$ cat config.mk
export PLATFORM = sky130hd
export DESIGN_NAME = ins_prefetch_reg_flat
export DESIGN_NICKNAME = d
export VERILOG_FILES = /design/src/rtl/ins_prefetch_reg_if.sv /design/src/rtl/ins_prefetch_reg.sv /design/src/flat_wrapper.sv
export SDC_FILE = /design/constraint.sdc
export NUM_CORES = 1
export LEC_CHECK = 0
export BUFFER_PORTS_ARGS = -buffer_cell sky130_fd_sc_hd__buf_4
export CORE_UTILIZATION = 35
export CTS_CLUSTER_SIZE = 16
export DETAILED_ROUTE_END_ITERATION = 6
export GPL_ROUTABILITY_DRIVEN = 1
export GPL_TIMING_DRIVEN = 1
export PLACE_DENSITY_LB_ADDON = 0.05
export SETUP_SLACK_MARGIN = 0.1
export SLEW_MARGIN = 15
export SYNTH_ARGS = -nofsm -noshare
export SYNTH_HDL_FRONTEND = slang
export SYNTH_SLANG_ARGS = --single-unit
$ cat constraint.sdc
create_clock -name clk -period 2.7 [get_ports clk]
set_clock_uncertainty 0.15 [all_clocks]
set_input_delay 0.27 -clock clk [delete_from_list [all_inputs] [get_ports clk]]
set_output_delay 0.27 -clock clk [all_outputs]
set_load 0.02 [all_outputs]
$ cat src/rtl/ins_prefetch_reg_if.sv
// Bus bundle for the instruction prefetch register.
// The fetch side offers words over in_valid/in_ready/insin and can flush.
// The control side consumes the current instruction with advance.
// The prefetch register itself sits on the slave side of this bundle.
interface ins_prefetch_reg_if #(
  parameter int INS_W = 16,
  parameter int OP_W  = 4,
  parameter int DEPTH = 4
);
  localparam int ADDR_W = INS_W - OP_W;
  localparam int CNT_W  = $clog2(DEPTH + 1);

  logic              flush;
  logic              in_valid;
  logic              in_ready;
  logic [INS_W-1:0]  insin;
  logic              advance;
  logic              out_valid;
  logic [OP_W-1:0]   opcode;
  logic [ADDR_W-1:0] address;
  logic [CNT_W-1:0]  count;

  // Fetch unit and control unit together, as seen from outside the register
  modport master (
    output flush,
    output in_valid,
    output insin,
    output advance,
    input  in_ready,
    input  out_valid,
    input  opcode,
    input  address,
    input  count
  );

  // The prefetch register
  modport slave (
    input  flush,
    input  in_valid,
    input  insin,
    input  advance,
    output in_ready,
    output out_valid,
    output opcode,
    output address,
    output count
  );
endinterface

$ cat src/rtl/ins_prefetch_reg.sv
// Instruction register with a DEPTH-entry prefetch queue.
// Fetched words are queued in a small circular FIFO. The oldest word is moved
// into an output register, where it is presented as opcode/address fields.
// The control unit consumes that word with advance. A jump flushes both the
// queue and the output register.
// The write path has no bypass: a word always spends at least one edge in the
// FIFO before it reaches the output register. This keeps in_ready a function
// of registered state only.
module ins_prefetch_reg #(
  parameter int INS_W = 16,
  parameter int OP_W  = 4,
  parameter int DEPTH = 4
) (
  input logic              clk,
  input logic              rst_n,
  ins_prefetch_reg_if.slave bus
);

  localparam int ADDR_W = INS_W - OP_W;
  localparam int CNT_W  = $clog2(DEPTH + 1);
  localparam int PTR_W  = (DEPTH > 1) ? $clog2(DEPTH) : 1;

  localparam logic [CNT_W-1:0] FULL_CNT = CNT_W'(DEPTH);
  localparam logic [PTR_W-1:0] PTR_ONE  = PTR_W'(1);
  localparam logic [CNT_W-1:0] CNT_ONE  = CNT_W'(1);

  // Queue storage and bookkeeping
  logic [INS_W-1:0]  mem [DEPTH];
  logic [PTR_W-1:0]  wr_ptr;
  logic [PTR_W-1:0]  rd_ptr;
  logic [CNT_W-1:0]  count_q;

  // Output (instruction) register
  logic              out_valid_q;
  logic [OP_W-1:0]   opcode_q;
  logic [ADDR_W-1:0] address_q;

  // Per-edge decisions
  logic              not_full;
  logic              not_empty;
  logic              push;
  logic              pop;
  logic              drop;
  logic [INS_W-1:0]  head_word;

  // Decide what happens at the next edge; flush overrides every other action
  always_comb begin
    not_full  = (count_q != FULL_CNT);
    not_empty = (count_q != '0);
    push      = 1'b0;
    pop       = 1'b0;
    drop      = 1'b0;
    head_word = mem[rd_ptr];
    if (!bus.flush) begin
      push = bus.in_valid & not_full;
      pop  = not_empty & (~out_valid_q | bus.advance);
      drop = ~not_empty & out_valid_q & bus.advance;
    end
  end

  // Queue storage: written only on an accepted word, never reset
  always_ff @(posedge clk) begin
    if (push) begin
      mem[wr_ptr] <= bus.insin;
    end
  end

  // Write pointer: wraps naturally since DEPTH is a power of two
  always_ff @(posedge clk or negedge rst_n) begin
    if (!rst_n) begin
      wr_ptr <= '0;
    end else if (bus.flush) begin
      wr_ptr <= '0;
    end else if (push) begin
      wr_ptr <= wr_ptr + PTR_ONE;
    end
  end

  // Read pointer: steps each time the head word moves to the output register
  always_ff @(posedge clk or negedge rst_n) begin
    if (!rst_n) begin
      rd_ptr <= '0;
    end else if (bus.flush) begin
      rd_ptr <= '0;
    end else if (pop) begin
      rd_ptr <= rd_ptr + PTR_ONE;
    end
  end

  // Occupancy: simultaneous push and pop leave the count unchanged
  always_ff @(posedge clk or negedge rst_n) begin
    if (!rst_n) begin
      count_q <= '0;
    end else if (bus.flush) begin
      count_q <= '0;
    end else begin
      unique case ({push, pop})
        2'b10:   count_q <= count_q + CNT_ONE;
        2'b01:   count_q <= count_q - CNT_ONE;
        default: count_q <= count_q;
      endcase
    end
  end

  // Valid flag of the output register; set on a pop, cleared when the last word is consumed
  always_ff @(posedge clk or negedge rst_n) begin
    if (!rst_n) begin
      out_valid_q <= 1'b0;
    end else if (bus.flush) begin
      out_valid_q <= 1'b0;
    end else if (pop) begin
      out_valid_q <= 1'b1;
    end else if (drop) begin
      out_valid_q <= 1'b0;
    end
  end

  // Opcode/address fields; a drained register keeps its stale contents
  always_ff @(posedge clk or negedge rst_n) begin
    if (!rst_n) begin
      opcode_q  <= '0;
      address_q <= '0;
    end else if (bus.flush) begin
      opcode_q  <= '0;
      address_q <= '0;
    end else if (pop) begin
      opcode_q  <= head_word[INS_W-1 -: OP_W];
      address_q <= head_word[ADDR_W-1:0];
    end
  end

  // Drive the bundle from registered state only
  always_comb begin
    bus.in_ready  = not_full;
    bus.out_valid = out_valid_q;
    bus.opcode    = opcode_q;
    bus.address   = address_q;
    bus.count     = count_q;
  end

endmodule
$ cat src/flat_wrapper.sv
// flat-port wrapper written by rule: the top's interface ports become plain ports
module ins_prefetch_reg_flat 
#(
  parameter int INS_W = 16,
  parameter int OP_W  = 4,
  parameter int DEPTH = 4
)
  (clk, rst_n, bus_flush, bus_in_valid, bus_insin, bus_advance, bus_in_ready, bus_out_valid, bus_opcode, bus_address, bus_count);
  ins_prefetch_reg_if #(.INS_W(INS_W), .OP_W(OP_W), .DEPTH(DEPTH)) bus_i ();
  input logic clk;
  input logic rst_n;
  input wire logic [$bits(bus_i.flush)-1:0] bus_flush;
  input wire logic [$bits(bus_i.in_valid)-1:0] bus_in_valid;
  input wire logic [$bits(bus_i.insin)-1:0] bus_insin;
  input wire logic [$bits(bus_i.advance)-1:0] bus_advance;
  output wire logic [$bits(bus_i.in_ready)-1:0] bus_in_ready;
  output wire logic [$bits(bus_i.out_valid)-1:0] bus_out_valid;
  output wire logic [$bits(bus_i.opcode)-1:0] bus_opcode;
  output wire logic [$bits(bus_i.address)-1:0] bus_address;
  output wire logic [$bits(bus_i.count)-1:0] bus_count;
  assign bus_i.flush = bus_flush;
  assign bus_i.in_valid = bus_in_valid;
  assign bus_i.insin = bus_insin;
  assign bus_i.advance = bus_advance;
  assign bus_in_ready = bus_i.in_ready;
  assign bus_out_valid = bus_i.out_valid;
  assign bus_opcode = bus_i.opcode;
  assign bus_address = bus_i.address;
  assign bus_count = bus_i.count;
  ins_prefetch_reg #(.INS_W(INS_W), .OP_W(OP_W), .DEPTH(DEPTH)) u_core (.clk(clk), .rst_n(rst_n), .bus(bus_i));
endmodule
### Word-level counts from Yosys, hierarchy flattened

Memory sizes are Yosys's and may differ from the RTL's.
Index checks and enable logic that the tools add are counted.

| operators by class | value |
|---|---|
| add/sub/neg operators | 4 |
| multiplexer cells | 18 |
| equal/unequal tests | 3 |
| bitwise operators | 7 |
| reductions and logical operators | 5 |

Operator list:

| cell | number |
|---|---|
| 12-bit 2-to-1 mux | 2 |
| 3-bit nonzero test | 3 |
| 1-bit 2-to-1 mux | 8 |
| 2-bit 2-to-1 mux | 4 |
| 4-bit 2-to-1 mux | 2 |
| 3-bit case mux with 2 select lines | 1 |
| 2-bit by 1-bit adder with 2-bit output (second input constant) | 2 |
| 1-bit bitwise AND | 4 |
| 2-bit nonzero test | 2 |
| 3-bit by 1-bit adder with 3-bit output (second input constant) | 1 |
| 3-bit 2-to-1 mux | 1 |
| 3-bit != test (second input constant) | 1 |
| 3-bit by 1-bit subtractor with 3-bit output (second input constant) | 1 |
| 2-bit by 1-bit equality test with 1-bit output (second input constant) | 1 |
| 2-bit equality test (second input constant) | 1 |
| 1-bit inverter | 2 |
| 1-bit OR | 1 |

| storage, ports and cells | value |
|---|---|
| register bits after elaboration | 24 |
| input port bits | 21 |
| word-level logic and storage cells | 44 |
| output and inout port bits | 21 |
| memories | 1 |
| memory bits (writable) | 64 |

Memory list:

| name | words | bits a word | rd ports | clocked after Yosys merged registers in | wr ports | line | RTL |
|---|---|---|---|---|---|---|---|
| u_core.mem | 4 | 16 | 1 | 0 | 1 | ins_prefetch_reg.sv:28 | `logic [INS_W-1:0] mem [DEPTH];` |

### Depth between registers and ports, before layout

| logic depth | value |
|---|---|
| word-level depth | 8 |
| gate-level depth with buffers | 7 |
| depth with buffers taken out | 7 |

### Least setup slack after synthesis

Ideal clock, no wire load.

| path | value |
|---|---|
| kind | register to register |
| start point | register u_core.count_q[0] (netlist: u_core.bus.count[0]) |
| end point | register u_core.count_q[2] (netlist: u_core.bus.count[2]) |
| data required time | 2468 ps |
| cell stages (with the launch flop) | 8 |
| clock period less this slack | 2471 ps |
| data arrival time | 2239 ps |
| path buffers | 0 |
| path slack | 229 ps |
| library setup time | 82 ps |
| path through | dfrtp_1 -> nor3_2 -> or3_1 -> a21oi_1 -> fa_1 -> or4_1 -> a21o_1 -> a31oi_1 |

| on the way | value |
|---|---|
| cells in the longest elaborated chain, start to end | 6 |
| elaborated cells between the ends (all ways) | 13 |
| classes of those cells | 2 x add/sub; 3 x eq/ne; 4 x mux; 2 x bitwise; 2 x reduce/logical |

RTL lines:

| what | line | RTL |
|---|---|---|
| from (decl) | ins_prefetch_reg.sv:31 | `logic [CNT_W-1:0] count_q;` |
| from (signal assigned) | ins_prefetch_reg.sv:98 | `2'b10: count_q <= count_q + CNT_ONE;` |
| from (signal assigned) | ins_prefetch_reg.sv:99 | `2'b01: count_q <= count_q - CNT_ONE;` |
| from (signal assigned) | ins_prefetch_reg.sv:100 | `default: count_q <= count_q;` |
| 3-bit != test / 3-bit nonzero test (equally long branches) | ins_prefetch_reg.sv:48, ins_prefetch_reg.sv:49 |  |
| 1-bit bitwise AND (on tied branches) | ins_prefetch_reg.sv:55, ins_prefetch_reg.sv:56 |  |
| 1-bit 2-to-1 mux | ins_prefetch_reg.sv:54 | `if (!bus.flush) begin` |
| 2-bit by 1-bit equality test with 1-bit output / 2-bit equality test (equally long branches) | ins_prefetch_reg.sv:97 | `unique case ({push, pop})` |
| 3-bit case mux with 2 select lines | ins_prefetch_reg.sv:97 |  |
| 3-bit 2-to-1 mux | ins_prefetch_reg.sv:94 | `end else if (bus.flush) begin` |

Several ways; a longest one is shown, not always the timed one.
A chain may end at the register's enable or synchronous reset.

### Worst setup path after layout

Same ends and word-level chain as after synthesis.

==> results_dict.tcl <==
set metrics [dict create \
    placed_area_sq_mm 0.00394 \
    grt_usage_pct 14.6 \
    core_area_sq_mm 0.00937 \
    finalSetupTns_ps 0 \
    die_x_um 101 \
    crit_fanout 7 \
    endpoint_kind "flip-flop" \
    synth-edff-count 64 \
    crit_end "u_core.bus.count[2]$_DFFE_PN0P_" \
    rrSetupSlack_ps 310 \
    ys_seq_area_share_pct 73.1 \
    start_kind "flip-flop" \
    drive_above_1_share_pct 33.2 \
    r2r_end "u_core.bus.count[2]$_DFFE_PN0P_" \
    p_leak_nw 1.60 \
    netlist_top_cells_area "edfxtp_1 56%, dfrtp_1 17%, mux4_2 10%, a22o_1 4.1%, ha_1 1.5%" \
    crit_required_ps 2830 \
    status "finished, final reports clean" \
    relSlewSlack_pct 39.6 \
    rsz0062_at_grt "false" \
    layout.cells.non_filler 388 \
    synth-seq-cells 88 \
    cp.arrival_ps 2520 \
    final_core_util_pct 45.7 \
    antenna_found_initial 0 \
    grt_max_degree 25 \
    regArea_sq_mm 0.00252 \
    multi_input_area_sq_um 866 \
    syn-cell-area_sq_mm 0.00345 \
    vdd_drop_max_v 0.000414 \
    reg2reg_depth 7 \
    power_density_mw_per_mm2 891 \
    dr.pass1.iters 4 \
    io_pins 42 \
    wire_per_inst_um 17.5 \
    clkSinkCount 88 \
    clkLatencyLatePin_ps 350 \
    gp_congestion 0.751 \
    initialDrtViolationCount 60 \
    ant_nets 0 \
    cts_inserted_buffers 9 \
    finalNetCount 280 \
    clk_path_buf_depth 2 \
    layout_min_cycle_time_ps 2390 \
    critPathLaunch "u_core.bus.count[0]$_DFFE_PN0P_" \
    setup_slack_ps 310 \
    layout_common_cells "64 x edfxtp_1, 50 x buf_4, 24 x dfrtp_1" \
    max_freq_mhz 418 \
    hold_viol 0 \
    syn_nets 211 \
    route.vias.total 1855 \
    post-cts-setup-buffers 0 \
    yosysUniqueCellTypes 35 \
    synth_ff_type "edfxtp_1" \
    dieArea_sq_mm 0.0103 \
    final_area_sq_mm 0.00428 \
    fillCellCount 838 \
    async_flop_share_pct 27.3 \
    clkTransAtPathRegs_ps 90 \
    drt-total-wl_mm 6.80 \
    r2r-start "u_core.bus.count[0]$_DFFE_PN0P_" \
    synthCells 185 \
    yosysWarningCount 0 \
    h-tree-depth 3 \
    synth_top_area_share_pct 55.7 \
    post-place-cells 355 \
    drc_errors 0 \
    num_rows 35 \
    area_growth_pct 24.1 \
    diodes 0 \
    cts_tree "done" \
    overflow 0 \
    grt_pass1_wl_mm 10.7 \
    fin_crit_sh_pct 88.5 \
    setup_viol 0 \
    vias_per_cell 4.78 \
    critPathKind "flip-flop to flip-flop" \
    initial_core_util_pct 36.8 \
    yosysTopAreaCell "edfxtp_1" \
    slew_viol_final 0 \
    die_height_um 101 \
    tightest_slew_ps 905 \
    dp_slack_ps 197 \
    hold_path_class "primary input to flip-flop" \
    maxCapViolations 0 \
    io_buffers 41 \
    avgSynthCellArea_sq_um 18.6 \
    first_global_vias 1984 \
    mostFrequentLayoutCell "edfxtp_1" \
    dp_hpwl_mm 4.41 \
    clock_tree.root_cell "clkbuf_8" \
]
## kinds of logic (layout without fill, tap and decap cells)
kind of cell,Yosys count,count (layout),share of synthesized area (%)
multiplexers,16,16,10.4
flip-flops,88,88,73.1
adder cells (fa/ha/maj),5,5,2.03
AND/OR/NAND/NOR,31,31,5.15
XOR/XNOR,4,4,1.02
buffers and inverters,13,87,1.85
AO/OA/AOI/OAI,28,28,6.38
## worst max-delay path: stages (launching register included)
cell and delay, ps:
dfrtp_1 480, nor3_2 220, or3_1 150, a21oi_1 50, fa_1 430, or4_1 540
a21o_1 190, a31oi_1 110
## cell type report
cell class / instances / share of cell area, %
sequential: 88 / 58.9
multi-input combinational: 84 / 20.2
timing repair buffer: 67 / 12.7
tap: 129 / 3.77
clock buffer: 9 / 2.89
clock inverter: 7 / 1.11
inverter: 4 / 0.351
## where the power goes
| group | total (W) | internal (W) | switching (W) | leakage (nW) |
|---|---|---|---|---|
| Combinational | 0.00125 | 0.000594 | 0.000658 | 0.609 |
| Sequential | 0.00175 | 0.00164 | 0.000105 | 0.902 |
| Clock | 0.000813 | 0.000334 | 0.000479 | 0.0854 |
## worst min path at each step
stage / from / endpoint / slack [ps] / cells after the start
2_1_floorplan: rst_n / u_core.bus.address[0]$_DFFE_PN0P_ / -180 / 0
3_3_place_gp: rst_n / u_core.bus.opcode[1]$_DFFE_PN0P_ / 50 / 1
3_5_place_dp: rst_n / u_core.bus.opcode[0]$_DFFE_PN0P_ / 60 / 1
4_1_cts: bus_flush / u_core.bus.out_valid$_DFFE_PN0P_ / 20 / 2
5_1_grt: bus_flush / u_core.bus.out_valid$_DFFE_PN0P_ / 40 / 2
6_report: bus_flush / u_core.bus.out_valid$_DFFE_PN0P_ / 30 / 2
## cells in the mapped netlist, drive strengths merged (2+ instances only)
library cell,count
a21oi,3
a22o,16
and2,4
buf,6
clkbuf,3
dfrtp,24
edfxtp,64
ha,4
inv,4
mux4,16
nand2,4
nand3,3
nor2,8
nor3,3
nor3b,2
o21ai,2
xnor2,4
## sequential cells by signal (all words and copies together) (netlist names)
signal	count
u_core.wr_ptr	2
u_core.bus.out_valid	1
u_core.rd_ptr	2
u_core.bus.address	12
u_core.bus.opcode	4
u_core.bus.count	3
u_core.mem	64
## per-layer routing
| metal | track usage [%] | wire length [um] | vias to the layer above |
|---|---|---|---|
| li1 | - | - | 867 |
| met4 | 5.69 | 82 | 0 |
| met1 | 20.1 | 3260 | 939 |
| met5 | 0 | 0 | - |
| met3 | 2.76 | 265 | 9 |
| met2 | 23.2 | 3190 | 40 |
## repair_timing
item,in CTS,in global routing
endpoints found under the setup margin,0,1
endpoints found under the hold margin,88,0
hold buffers,17,0
resized for setup,0,1
## metrics by stage
stage,power [W],hold WS (ps)
after floorplan,0.00254,-176
final,0.00381,33.9
after global placement,0.00301,50.1
after CTS,0.00386,24.3
after global routing,0.00402,37.6
after detailed placement,0.00303,57.8
(Power assumes the default switching activity.)
